===== config.mk =====
export PLATFORM = sky130hd
export DESIGN_NAME = debug_cmd_decoder
export DESIGN_NICKNAME = d
export VERILOG_FILES = /design/src/rtl/debug_cmd_decoder.sv
export SDC_FILE = /design/constraint.sdc
export NUM_CORES = 1
export LEC_CHECK = 0
export ABC_CLOCK_PERIOD_IN_PS = 3300
export CORE_ASPECT_RATIO = 0.75
export CORE_MARGIN = 3
export CORE_UTILIZATION = 35
export CTS_BUF_LIST = sky130_fd_sc_hd__clkbuf_2
export CTS_CLUSTER_DIAMETER = 150
export DETAILED_ROUTE_END_ITERATION = 16
export GPL_TIMING_DRIVEN = 0
export PLACE_DENSITY = 0.56
export SYNTH_ARGS = -nofsm -noshare
export SYNTH_HDL_FRONTEND = slang
export SYNTH_SLANG_ARGS = --single-unit

===== constraint.sdc =====
create_clock -name i_clock -period 3.3 [get_ports i_clock]
set_clock_uncertainty 0.2 [all_clocks]
set_input_delay 0.66 -clock i_clock [delete_from_list [all_inputs] [get_ports i_clock]]
set_output_delay 0.66 -clock i_clock [all_outputs]
set_load 0.1 [all_outputs]

===== src/rtl/debug_cmd_decoder.sv =====
// Debug-link command front end: registers the MicroBlaze control frame, detects new
// commands on the valid rising edge and turns them into registered strobes and levels.
module debug_cmd_decoder #(
    parameter int NB_CONTROL_FRAME = 32,
    parameter int NB_CMD           = 6,
    parameter int NB_ADDR_TYPE     = 9,
    parameter int NB_ADDR_DATA     = 16,
    parameter int NB_INSTR         = 32,
    parameter int NB_INSTR_ADDR    = 9
) (
    input  logic                        i_clock,
    input  logic                        i_reset,
    input  logic [NB_CONTROL_FRAME-1:0] i_frame_from_blaze,
    input  logic                        i_program_end,
    output logic                        o_pipe_enable,
    output logic                        o_pipe_reset,
    output logic                        o_mode_step,
    output logic                        o_instr_we,
    output logic [NB_INSTR_ADDR-1:0]    o_instr_addr,
    output logic [NB_INSTR-1:0]         o_instr_data,
    output logic                        o_req_valid,
    output logic [NB_ADDR_TYPE-1:0]     o_req_type,
    output logic [NB_ADDR_DATA-1:0]     o_req_addr,
    output logic                        o_got_data,
    output logic                        o_gib_data,
    output logic [1:0]                  o_state,
    output logic                        o_error
);

    localparam int VALID_BIT = NB_ADDR_TYPE + NB_ADDR_DATA;

    localparam logic [1:0] ST_IDLE = 2'b00;
    localparam logic [1:0] ST_RUN  = 2'b01;
    localparam logic [1:0] ST_DONE = 2'b10;

    localparam logic [NB_CMD-1:0] CMD_START     = 6'b000001;
    localparam logic [NB_CMD-1:0] CMD_RESET     = 6'b000010;
    localparam logic [NB_CMD-1:0] CMD_REQ_DATA  = 6'b000011;
    localparam logic [NB_CMD-1:0] CMD_LOAD_LSB  = 6'b000100;
    localparam logic [NB_CMD-1:0] CMD_LOAD_MSB  = 6'b000101;
    localparam logic [NB_CMD-1:0] CMD_MODE_GET  = 6'b001000;
    localparam logic [NB_CMD-1:0] CMD_MODE_CONT = 6'b001001;
    localparam logic [NB_CMD-1:0] CMD_MODE_STEP = 6'b001010;
    localparam logic [NB_CMD-1:0] CMD_STEP      = 6'b100000;
    localparam logic [NB_CMD-1:0] CMD_GOT_DATA  = 6'b100100;
    localparam logic [NB_CMD-1:0] CMD_GIB_DATA  = 6'b100101;

    logic [NB_CONTROL_FRAME-1:0] frame_q;
    logic                        valid_prev_q;

    logic                        cmd_vld_q;
    logic [NB_CMD-1:0]           cmd_code_q;
    logic [NB_ADDR_TYPE-1:0]     cmd_type_q;
    logic [NB_ADDR_DATA-1:0]     cmd_data_q;

    logic [1:0]                  state_q, state_d;
    logic                        mode_q, mode_d;
    logic                        en_q, en_d;
    logic                        prst_q, prst_d;
    logic                        we_q, we_d;
    logic [NB_INSTR_ADDR-1:0]    iaddr_q, iaddr_d;
    logic [NB_INSTR-1:0]         idata_q, idata_d;
    logic                        rv_q, rv_d;
    logic [NB_ADDR_TYPE-1:0]     rtype_q, rtype_d;
    logic [NB_ADDR_DATA-1:0]     raddr_q, raddr_d;
    logic                        got_q, got_d;
    logic                        gib_q, gib_d;
    logic                        err_q, err_d;
    logic [NB_ADDR_DATA-1:0]     lsb_q, lsb_d;
    logic [NB_INSTR_ADDR-1:0]    lsb_addr_q, lsb_addr_d;
    logic                        pend_q, pend_d;
    logic                        step_d;
    logic                        reset_cmd;

    // Capture and decode stages: a command exists only on the first cycle valid is seen high.
    always_ff @(posedge i_clock or negedge i_reset) begin
        if (!i_reset) begin
            frame_q      <= '0;
            valid_prev_q <= 1'b0;
            cmd_vld_q    <= 1'b0;
            cmd_code_q   <= '0;
            cmd_type_q   <= '0;
            cmd_data_q   <= '0;
        end else begin
            frame_q      <= i_frame_from_blaze;
            valid_prev_q <= frame_q[VALID_BIT];
            cmd_vld_q    <= frame_q[VALID_BIT] & ~valid_prev_q;
            cmd_code_q   <= frame_q[NB_CONTROL_FRAME-1 -: NB_CMD];
            cmd_type_q   <= frame_q[NB_ADDR_DATA +: NB_ADDR_TYPE];
            cmd_data_q   <= frame_q[NB_ADDR_DATA-1:0];
        end
    end

    always_comb begin
        state_d    = state_q;
        mode_d     = mode_q;
        pend_d     = pend_q;
        lsb_d      = lsb_q;
        lsb_addr_d = lsb_addr_q;
        iaddr_d    = iaddr_q;
        idata_d    = idata_q;
        rtype_d    = rtype_q;
        raddr_d    = raddr_q;
        prst_d     = 1'b0;
        we_d       = 1'b0;
        rv_d       = 1'b0;
        got_d      = 1'b0;
        gib_d      = 1'b0;
        err_d      = 1'b0;
        step_d     = 1'b0;
        reset_cmd  = 1'b0;
        if (cmd_vld_q) begin
            case (cmd_code_q)
                CMD_START: begin
                    if (state_q == ST_IDLE) state_d = ST_RUN;
                    else                    err_d   = 1'b1;
                end
                CMD_RESET: begin
                    state_d   = ST_IDLE;
                    prst_d    = 1'b1;
                    pend_d    = 1'b0;
                    reset_cmd = 1'b1;
                end
                CMD_MODE_CONT, CMD_MODE_STEP: begin
                    if (state_q == ST_IDLE) mode_d = (cmd_code_q == CMD_MODE_STEP);
                    else                    err_d  = 1'b1;
                end
                CMD_MODE_GET: begin
                    rv_d    = 1'b1;
                    rtype_d = '0;
                    raddr_d = {{(NB_ADDR_DATA-1){1'b0}}, mode_q};
                end
                CMD_LOAD_LSB: begin
                    if (state_q == ST_IDLE) begin
                        lsb_d      = cmd_data_q;
                        lsb_addr_d = cmd_type_q[NB_INSTR_ADDR-1:0];
                        pend_d     = 1'b1;
                    end else begin
                        err_d = 1'b1;
                    end
                end
                CMD_LOAD_MSB: begin
                    // The MSB half must name the same address as the buffered LSB half.
                    if (state_q == ST_IDLE && pend_q &&
                        cmd_type_q[NB_INSTR_ADDR-1:0] == lsb_addr_q) begin
                        we_d    = 1'b1;
                        iaddr_d = lsb_addr_q;
                        idata_d = {cmd_data_q, lsb_q};
                        pend_d  = 1'b0;
                    end else begin
                        err_d = 1'b1;
                    end
                end
                CMD_STEP:     step_d = (state_q == ST_RUN) && mode_q;
                CMD_REQ_DATA: begin
                    rv_d    = 1'b1;
                    rtype_d = cmd_type_q;
                    raddr_d = cmd_data_q;
                end
                CMD_GOT_DATA: got_d = 1'b1;
                CMD_GIB_DATA: gib_d = 1'b1;
                default:      err_d = 1'b1;
            endcase
        end
        // Program end beats a concurrent STEP; only a RESET command overrides it.
        if (i_program_end && state_q == ST_RUN && !reset_cmd) state_d = ST_DONE;
        en_d = (state_d == ST_RUN) && (!mode_d || step_d);
    end

    // Output stage: every output is a register.
    always_ff @(posedge i_clock or negedge i_reset) begin
        if (!i_reset) begin
            state_q    <= ST_IDLE;
            mode_q     <= 1'b0;
            en_q       <= 1'b0;
            prst_q     <= 1'b0;
            we_q       <= 1'b0;
            iaddr_q    <= '0;
            idata_q    <= '0;
            rv_q       <= 1'b0;
            rtype_q    <= '0;
            raddr_q    <= '0;
            got_q      <= 1'b0;
            gib_q      <= 1'b0;
            err_q      <= 1'b0;
            lsb_q      <= '0;
            lsb_addr_q <= '0;
            pend_q     <= 1'b0;
        end else begin
            state_q    <= state_d;
            mode_q     <= mode_d;
            en_q       <= en_d;
            prst_q     <= prst_d;
            we_q       <= we_d;
            iaddr_q    <= iaddr_d;
            idata_q    <= idata_d;
            rv_q       <= rv_d;
            rtype_q    <= rtype_d;
            raddr_q    <= raddr_d;
            got_q      <= got_d;
            gib_q      <= gib_d;
            err_q      <= err_d;
            lsb_q      <= lsb_d;
            lsb_addr_q <= lsb_addr_d;
            pend_q     <= pend_d;
        end
    end

    assign o_pipe_enable = en_q;
    assign o_pipe_reset  = prst_q;
    assign o_mode_step   = mode_q;
    assign o_instr_we    = we_q;
    assign o_instr_addr  = iaddr_q;
    assign o_instr_data  = idata_q;
    assign o_req_valid   = rv_q;
    assign o_req_type    = rtype_q;
    assign o_req_addr    = raddr_q;
    assign o_got_data    = got_q;
    assign o_gib_data    = gib_q;
    assign o_state       = state_q;
    assign o_error       = err_q;

endmodule


==> impl_metrics.env <==
export IMPL_layout_commonest_cell="dfrtp_1"
export IMPL_critical_path_class="register to output pin"
export IMPL_slew_headroom_pct=32.4
export IMPL_min_path_type="input pin to register"
export IMPL_async_flop_share_pct=100
export IMPL_start_util_pct=36.3
export IMPL_setup_slack_ns=0.152
export IMPL_preCtsSetupSlack_ns=-0.135
export IMPL_whs_ns=0.132
export IMPL_drv_slew=0
export IMPL_grt_pass1_vias=3556
export IMPL_row_count=40
export IMPL_clkLatencyLatePin_ns=0.73
export IMPL_routed_wl_mm=12.5
export IMPL_tightest_slew_ns=1.01
export IMPL_synth_area_um2=5920
export IMPL_synth_edf_count=0
export IMPL_rsz0062_at_grt="no"
export IMPL_status="finished, final reports clean"
export IMPL_crit_slowest_cell="clkdlybuf4s50_1"
export IMPL_final_cell_mix="dfrtp_1 (167), clkdlybuf4s50_1 (61), dlymetal6s2s_1 (45)"
export IMPL_critPathArrivalTime_ns=2.29
export IMPL_utilization_pct=48.1
export IMPL_numCtsBuffers=17
export IMPL_p_leak_uw=0.00444
export IMPL_viasPerCell=4.69
export IMPL_synth_nets=389
export IMPL_io_buffers=110
export IMPL_drc=0
export IMPL_path_buf_inv=1
export IMPL_num_vias=3385
export IMPL_core_um2=16300
export IMPL_die_area_um2=18500
export IMPL_wl_per_cell_um=17.3
export IMPL_powerDensity_nw_per_um2=483
export IMPL_yosys_most_used_dff="dfrtp_1"
export IMPL_max_stage_delay_ns=1.14
export IMPL_clkSinkCount=167
export IMPL_synthCells=354
export IMPL_path_max_fanout=2
export IMPL_top_level_ports=111
export IMPL_grt_max_degree=88
export IMPL_synth_warnings=0
export IMPL_avgSynthCellArea_um2=16.7
export IMPL_timing_fmax_mhz=318
export IMPL_first_pass_iters=4
export IMPL_synth_cell_types=43
export IMPL_final_setup_viol_count=0
export IMPL_final_min_clock_period_ns=3.15
export IMPL_cts_root_buf="clkbuf_2"
export IMPL_clock_path_buffers=2
export IMPL_cts_setup_buffers=0
export IMPL_dp_hpwl_mm=8.24
export IMPL_place_gp_congestion=0.785
export IMPL_h_tree_depth=4
export IMPL_drive_gt1_share_pct=22.5
export IMPL_fill_cells=1422
export IMPL_clk_pin_slew_ns=0.28
export IMPL_fin_setup_tns_ns=0
export IMPL_cts_tree="done"
export IMPL_overflow=0
export IMPL_ys_seq_elements=167
export IMPL_timing_final_crit_share_pct=95.4
export IMPL_power_uw=3790
export IMPL_endpoint_kind="output pin"
export IMPL_hold_viol=0
export IMPL_antenna_found_initial=1
export IMPL_maxCapViolations=0
export IMPL_route_antenna_remaining_nets=0
export IMPL_ir_worst_vdd_uv=252
export IMPL_fp_dieH_um=119
export IMPL_grt_pass1_wl_mm=20.1
export IMPL_critPathTopFamily="buffers and inverters"
export IMPL_ys_seq_area_share_pct=70.6
export IMPL_fp_dieW_um=156
export IMPL_path_cells="clkdlybuf4s50_1"
export IMPL_cp_required_ns=2.44
export IMPL_syn_to_final_growth_pct=32.6
export IMPL_drtIter0Drc=129
export IMPL_fin_nets=533
export IMPL_track_usage_pct=14.1
export IMPL_start_kind="register"
final timing paths:
kind	from	end	slack, ns	cells past startpoint
min reg2reg	frame_q[15]$_DFF_PN0_	cmd_data_q[15]$_DFF_PN0_	0.16	0
min in group asynchronous	i_reset	o_req_addr[4]$_DFFE_PN0P_	0.23	2
max in group asynchronous	i_reset	o_req_type[2]$_DFFE_PN0P_	1.83	3
max reg2reg	o_state[0]$_DFF_PN0_	lsb_addr_q[7]$_DFFE_PN0P_	0.50	5
max	o_instr_data[22]$_DFFE_PN0P_	o_instr_data[22]	0.15	1
min	i_frame_from_blaze[25]	frame_q[25]$_DFF_PN0_	0.13	1
synth_stat cells (all sizes together) (2+ instances only):
| cell type | count | area share (%) |
|---|---|---|
| a211oi | 2 | 0.25 |
| a21oi | 5 | 0.42 |
| a22o | 24 | 3.6 |
| buf | 7 | 1.1 |
| clkbuf | 11 | 0.70 |
| dfrtp | 167 | 71 |
| inv | 3 | 0.19 |
| mux2 | 66 | 15 |
| nand2 | 5 | 0.32 |
| nand3 | 3 | 0.25 |
| nand3b | 3 | 0.38 |
| nand4 | 3 | 0.32 |
| nor2 | 8 | 0.51 |
| nor2b | 3 | 0.32 |
| nor3b | 2 | 0.25 |
| nor4 | 4 | 0.53 |
| nor4b | 2 | 0.30 |
| nor4bb | 2 | 0.34 |
| o21ai | 3 | 0.25 |
| or2 | 2 | 0.21 |
| or3b | 2 | 0.34 |
| or4 | 3 | 0.38 |
| or4b | 2 | 0.34 |
| xnor2 | 2 | 0.30 |
| xor2 | 7 | 1.0 |
through the flow:
stage                     instance area, µm²  instances
after detailed placement                7320        675
after global placement                  7280        674
after CTS                               7600        708
after floorplan                         5920        354
after global routing                    7850        722
final                                   7850        722
where the power goes:
part / switching, µW / internal, µW / leakage (µW)
logic: 300 / 150 / 0.00212
clock network: 820 / 322 / 0.000152
registers: 58.3 / 2140 / 0.00217
cells by family after synthesis:
logic type,after synthesis,share of synthesized area (%)
AOI/OAI and AO/OA,42,5.58
xor gates and xnor gates,9,1.33
buffers and inverters,21,2.01
DFF,167,70.6
muxes,67,15.2
and+or+nand+nor,48,5.30
repair_timing:
item / 4_1_cts / 5_1_grt
setup endpoints to repair: 13 / 52
hold buffers: 1 / 13
hold endpoints to repair: 80 / 13
resized for setup: 4 / 47
flip-flops by register name (all words and copies together), names as in the netlist, 9 cells and up:
name,flops
o_req_type,9
lsb_addr_q,9
o_instr_data,32
cmd_type_q,9
lsb_q,16
frame_q,32
cmd_data_q,16
o_req_addr,16
o_instr_addr,9
metal layers:
metal	up-vias	track usage, %	wire [µm]
met3	6	4.50	552
met5	-	0	0
met1	1744	21.4	6240
li1	1566	-	-
met2	69	19.4	5590
met4	0	4.10	108
area by class of cell:
class	instances	area [µm²]	share of cell area, %
clock inverters	15	188	2.39
inverters	3	11.3	0.143
diodes	1	2.50	0.0319
well taps	210	263	3.35
clock buffers	17	85.1	1.08
multi-input cells	166	1630	20.8
flip-flops and latches	167	4180	53.2
plain buffers	18	109	1.39
repair buffers	125	1380	17.6
Power figures use the tool's default switching activity.
